===== src/rtl/vga_timing.sv =====
// ============================================================================
//  Module      : vga_timing
//  Description : VGA raster timing generator. Horizontal and vertical pixel
//                counters with matching porch/sync state machines, registered
//                hPixel/line/video_active/hSync/vSync and a one-clock
//                frame_start pulse. Timing advances only on pix_en.
//  Revision    : 1.0 - initial release
// ============================================================================
`default_nettype none

module vga_timing #(
  parameter int   H_ACTIVE   = 640,
  parameter int   H_FRONT    = 16,
  parameter int   H_SYNC     = 96,
  parameter int   H_BACK     = 48,
  parameter int   V_ACTIVE   = 480,
  parameter int   V_FRONT    = 10,
  parameter int   V_SYNC     = 2,
  parameter int   V_BACK     = 33,
  parameter logic H_SYNC_POL = 1'b0,
  parameter logic V_SYNC_POL = 1'b0
) (
  input  logic       clk,
  input  logic       reset,
  input  logic       pix_en,
  output logic [9:0] hPixel,
  output logic [9:0] line,
  output logic       video_active,
  output logic       hSync,
  output logic       vSync,
  output logic       frame_start
);

  // Totals must fit the 10-bit counters (each total <= 1024).
  localparam int H_TOTAL = H_ACTIVE + H_FRONT + H_SYNC + H_BACK;
  localparam int V_TOTAL = V_ACTIVE + V_FRONT + V_SYNC + V_BACK;

  // Counter values at which each region begins.
  localparam logic [9:0] C_H_LAST       = 10'(H_TOTAL - 1);
  localparam logic [9:0] C_H_FP_START   = 10'(H_ACTIVE);
  localparam logic [9:0] C_H_SYNC_START = 10'(H_ACTIVE + H_FRONT);
  localparam logic [9:0] C_H_BP_START   = 10'(H_ACTIVE + H_FRONT + H_SYNC);
  localparam logic [9:0] C_V_LAST       = 10'(V_TOTAL - 1);
  localparam logic [9:0] C_V_FP_START   = 10'(V_ACTIVE);
  localparam logic [9:0] C_V_SYNC_START = 10'(V_ACTIVE + V_FRONT);
  localparam logic [9:0] C_V_BP_START   = 10'(V_ACTIVE + V_FRONT + V_SYNC);

  typedef enum logic [1:0] {
    HS_ACT  = 2'd0,
    HS_FP   = 2'd1,
    HS_SYNC = 2'd2,
    HS_BP   = 2'd3
  } h_state_t;

  typedef enum logic [1:0] {
    VS_ACT  = 2'd0,
    VS_FP   = 2'd1,
    VS_SYNC = 2'd2,
    VS_BP   = 2'd3
  } v_state_t;

  logic [9:0] h_q, h_d;
  logic [9:0] v_q, v_d;
  h_state_t   hst_q, hst_d;
  v_state_t   vst_q, vst_d;
  logic       h_wrap;
  logic       frame_wrap;

  logic       video_q, video_d;
  logic       hsync_q, hsync_d;
  logic       vsync_q, vsync_d;
  logic       fs_q, fs_d;

  // Next counter values, state transitions and next output values. Outputs
  // are derived from the next state so they land on the same edge as the
  // counters; a held pix_en therefore leaves every output unchanged, except
  // frame_start which only survives the single wrap edge.
  always_comb begin
    h_d        = h_q;
    v_d        = v_q;
    hst_d      = hst_q;
    vst_d      = vst_q;
    h_wrap     = 1'b0;
    frame_wrap = 1'b0;

    if (pix_en) begin
      if (h_q == C_H_LAST) begin
        h_d    = '0;
        h_wrap = 1'b1;
      end else begin
        h_d = h_q + 10'd1;
      end

      if (h_wrap) begin
        if (v_q == C_V_LAST) begin
          v_d        = '0;
          frame_wrap = 1'b1;
        end else begin
          v_d = v_q + 10'd1;
        end
      end

      case (hst_q)
        HS_ACT:  if (h_d == C_H_FP_START)   hst_d = HS_FP;
        HS_FP:   if (h_d == C_H_SYNC_START) hst_d = HS_SYNC;
        HS_SYNC: if (h_d == C_H_BP_START)   hst_d = HS_BP;
        HS_BP:   if (h_wrap)                hst_d = HS_ACT;
        default:                            hst_d = HS_ACT;
      endcase

      // Vertical regions only change on a line boundary.
      if (h_wrap) begin
        case (vst_q)
          VS_ACT:  if (v_d == C_V_FP_START)   vst_d = VS_FP;
          VS_FP:   if (v_d == C_V_SYNC_START) vst_d = VS_SYNC;
          VS_SYNC: if (v_d == C_V_BP_START)   vst_d = VS_BP;
          VS_BP:   if (frame_wrap)            vst_d = VS_ACT;
          default:                            vst_d = VS_ACT;
        endcase
      end
    end

    video_d = (hst_d == HS_ACT) && (vst_d == VS_ACT);
    hsync_d = (hst_d == HS_SYNC) ? H_SYNC_POL : ~H_SYNC_POL;
    vsync_d = (vst_d == VS_SYNC) ? V_SYNC_POL : ~V_SYNC_POL;
    fs_d    = frame_wrap;
  end

  // Timing state and registered outputs; reset aborts to the top-left idle.
  always_ff @(posedge clk or posedge reset) begin
    if (reset) begin
      h_q     <= '0;
      v_q     <= '0;
      hst_q   <= HS_ACT;
      vst_q   <= VS_ACT;
      video_q <= 1'b1;
      hsync_q <= ~H_SYNC_POL;
      vsync_q <= ~V_SYNC_POL;
      fs_q    <= 1'b0;
    end else begin
      h_q     <= h_d;
      v_q     <= v_d;
      hst_q   <= hst_d;
      vst_q   <= vst_d;
      video_q <= video_d;
      hsync_q <= hsync_d;
      vsync_q <= vsync_d;
      fs_q    <= fs_d;
    end
  end

  assign hPixel       = h_q;
  assign line         = v_q;
  assign video_active = video_q;
  assign hSync        = hsync_q;
  assign vSync        = vsync_q;
  assign frame_start  = fs_q;

endmodule

`default_nettype wire


===== config.mk =====
export PLATFORM = sky130hd
export DESIGN_NAME = vga_timing
export DESIGN_NICKNAME = d
export VERILOG_FILES = /design/src/rtl/vga_timing.sv
export SDC_FILE = /design/constraint.sdc
export NUM_CORES = 1
export LEC_CHECK = 0
export ABC_AREA = 0
export CAP_MARGIN = 20
export CORE_MARGIN = 4
export CORE_UTILIZATION = 55
export CTS_CLUSTER_SIZE = 25
export DETAILED_ROUTE_END_ITERATION = 12
export HOLD_SLACK_MARGIN = 0.06
export PLACE_DENSITY_LB_ADDON = 0.15
export SYNTH_ARGS = -nofsm -noshare
export SYNTH_HDL_FRONTEND = slang
export SYNTH_SLANG_ARGS = --single-unit

===== constraint.sdc =====
create_clock -name clk -period 3.8 [get_ports clk]
set_input_delay 0.76 -clock clk [delete_from_list [all_inputs] [get_ports clk]]
set_output_delay 0.76 -clock clk [all_outputs]
set_load 0.01 [all_outputs]

==> run_results.csv <==
group,metric,value,unit
drt,drc,0,
logic_synthesis,ys_top_cells_by_area,"dfrtp_1 31%, nand2_1 4.6%, dfstp_2 3.9%",
final_layout,fillers,296,
logic_synthesis,synthFlopType,"dfrtp_1",
logic_synthesis,ys_warn_count,0,
drt,dr.pass1.iters,5,
hold_path,hp-class,"flip-flop to flip-flop",
logic_synthesis,synth_cells,216,
clock_tree,cts_resized,0,
logic_synthesis,synth_seq_cells,28,
grt,grt-ovfl-total,0,
timing,tns,0,ps
logic_synthesis,synth-simple-area-share,28.37,%
clock_tree,cts.clk_slew.worst_paths,90,ps
clock_tree,insertion_delay,280,ps
run_status,status,"finished, final reports clean",
final_layout,drive_gt1_share,12.02,%
critical_path,r2r-start,"hPixel[0]$_DFFE_PP0P_",
logic_synthesis,synth_mux_area_share,3.152,%
grt,grt_pass1_wl,7583,um
logic_synthesis,synth_fa_ha_area_share,2.472,%
logic_synthesis,async_flop_share,100.0,%
grt,grt_use_total,21.15,%
grt,first_global_vias,1634,
final_layout,diodes,0,
critical_path,start_kind,"flip-flop",
timing,tightest_slew,684.6,ps
logic_synthesis,yosysSeqAreaShare,34.80,%
critical_path,critPathArrivalTime,3200,ps
grt,grt_antenna_before_repair,0,
timing,slew_headroom,53.98,%
logic_synthesis,synth_edf_count,0,
clock_tree,cts_max_path_buffers,2,
power_and_ir_drop,leakage,0.8520,nW
timing,setup_viol,0,
final_layout,area_growth_syn_to_layout,14.15,%
floorplanning,std_cell_rows,21,
placement,dp_hpwl,3202,um
floorplanning,dieArea,4716,um^2
final_layout,layout_commonest_cell,"clkdlybuf4s50_1",
floorplanning,die_x,68.67,um
clock_tree,cts_tree,"yes",
logic_synthesis,synth_top_family_by_area,"simple AND/OR/NAND/NOR gates",
timing,timing.hold.ws,591.9,ps
critical_path,end_kind,"flip-flop",
drt,ant_nets,0,
timing,hold_viol,0,
timing,fmax,331.9,MHz
timing,rsz0062_at_grt,"no",
timing,fin_skew,4.920,ps
placement,routabilityCongestion,0.9035,
floorplanning,core,3442,um^2
clock_tree,cts.sinks,28,
clock_tree,cts-root-buf,"clkbuf_8",
clock_tree,htreeDepth,1,
drt,detail_route.iter0.violations,133,
timing,period_needed,3013,ps
final_layout,final_cell_mix,"26 x clkdlybuf4s50_1, 25 x nand2_1, 25 x dfrtp_1",
power_and_ir_drop,worst_ir_drop_vdd,180.2,uV
logic_synthesis,synth_top_area_share,30.90,%
floorplanning,die_y,68.67,um
hold_path,hold_start,"line[6]$_DFFE_PP0P_",
critical_path,crit_type,"flip-flop to flip-flop",
critical_path,worstPathRequired,3990,ps
logic_synthesis,synth-xor-area-share,4.326,%
logic_synthesis,synth.distinct_cells,64,
clock_tree,hold_buffers,0,
timing,fin_crit_sh,79.29,%
power_and_ir_drop,p_per_area,375.7,nW/um^2
logic_synthesis,syn_area,2024,um^2
drt,dr_total_vias,1768,
placement,place.port_buffers,26,
critical_path,critPathMaxFanout,11,
drt,wl_per_cell,16.17,um
clock_tree,postCtsSetupRepairBufs,0,
grt,grt_max_degree,29,
floorplanning,initial_core_util,58.81,%
clock_tree,numCtsBuffers,3,
floorplanning,io_pins,27,
logic_synthesis,synth_nets,223,
drt,drt-total-wl,4512,um
logic_synthesis,avgSynthCellArea,9.372,um^2
timing,slew_viol_final,0,
logic_synthesis,yosys.area.top_type,"dfrtp_1",
critical_path,cp-startpoint,"hPixel[0]$_DFFE_PP0P_",
drt,via_per_inst,6.337,
job,cap_violations,0,
final_layout,layout.nets,241,
logic_synthesis,synth-compound-area-share,19.41,%
## cell type report
type	instances	area [um^2]	area share (%)
sequential	28	704.4	30.48
clock buffer	4	55.05	2.382
inverter	8	30.03	1.299
tap	46	57.56	2.491
multi-input combinational	165	1169	50.57
timing repair buffer	28	295.3	12.78
## logic make-up after synthesis
kind of cell	after synthesis
compound gates	52
xor+xnor	10
fa+ha+maj	4
buf+inv	23
flops	28
mux	6
simple gates	93
## critical path: stages, from the launching register on
cell	delay [ps]
dfrtp_1	540
ha_1	340
and4_4	370
nand3_1	320
a211o_2	430
a211oi_2	270
nand4b_1	140
a21bo_1	250
nor4_2	280
## flip-flops by register name, summed over array words and instances (netlist names)
name and count:
hPixel 10, line 10, hst_q 2, vst_q 2, frame_start 1, hSync 1, vSync 1, video_active 1
## power breakdown
| group | total, W | switching [W] | internal (W) |
|---|---|---|---|
| Combinational | 0.000256 | 0.000113 | 0.000143 |
| Sequential | 0.000429 | 0.0000953 | 0.000333 |
| Clock | 0.000184 | 0.0000908 | 0.0000928 |
## final timing paths
kind                            cells after the start                     end  slack [ps]
worst max-delay path                                8  video_active$_DFF_PP1_         790
worst min-delay path                                1     line[6]$_DFFE_PP0P_         590
worst max register to register                      8  video_active$_DFF_PP1_         790
worst min register to register                      1     line[6]$_DFFE_PP0P_         590
max in group asynchronous                           3         vSync$_DFF_PP1_        2490
min in group asynchronous                           2      hst_q[0]$_DFF_PP0_         790
## per-stage QoR
step	utilization [%]	cells	cell area, um^2	worst slack, ps	total power, W
after floorplan	-	216	2024	1104	0.0005954
after global placement	64.74	274	2228	925.1	0.0006757
after detailed placement	64.74	274	2228	840.0	0.0006847
after CTS	66.34	278	2283	815.9	0.0008708
after global routing	67.14	279	2311	593.1	0.0009306
final	67.14	279	2311	787.1	0.0008682
## metal layers
layer,routed length (um),vias to the layer above,global-route usage [%]
met1,1968,862,27.37
li1,-,844,-
met5,0,-,0
met4,107,0,8.933
met2,2254,49,34.80
met3,183,13,3.404
## cells in the mapped netlist, drive strengths merged (3+ instances only)
cell type / instances
clkbuf: 8
or4b: 3
nand4b: 5
nand3: 8
xor2: 3
nand2: 25
dfstp: 3
inv: 8
dfrtp: 25
o221ai: 3
nor4: 3
mux2i: 3
ha: 4
mux2: 3
buf: 6
nand2b: 4
nor2: 12
and3: 6
a21oi: 8
xnor2: 7
o21ai: 15
nor3: 5
nand4: 10
Note: power is estimated with default switching activity, not from simulation.
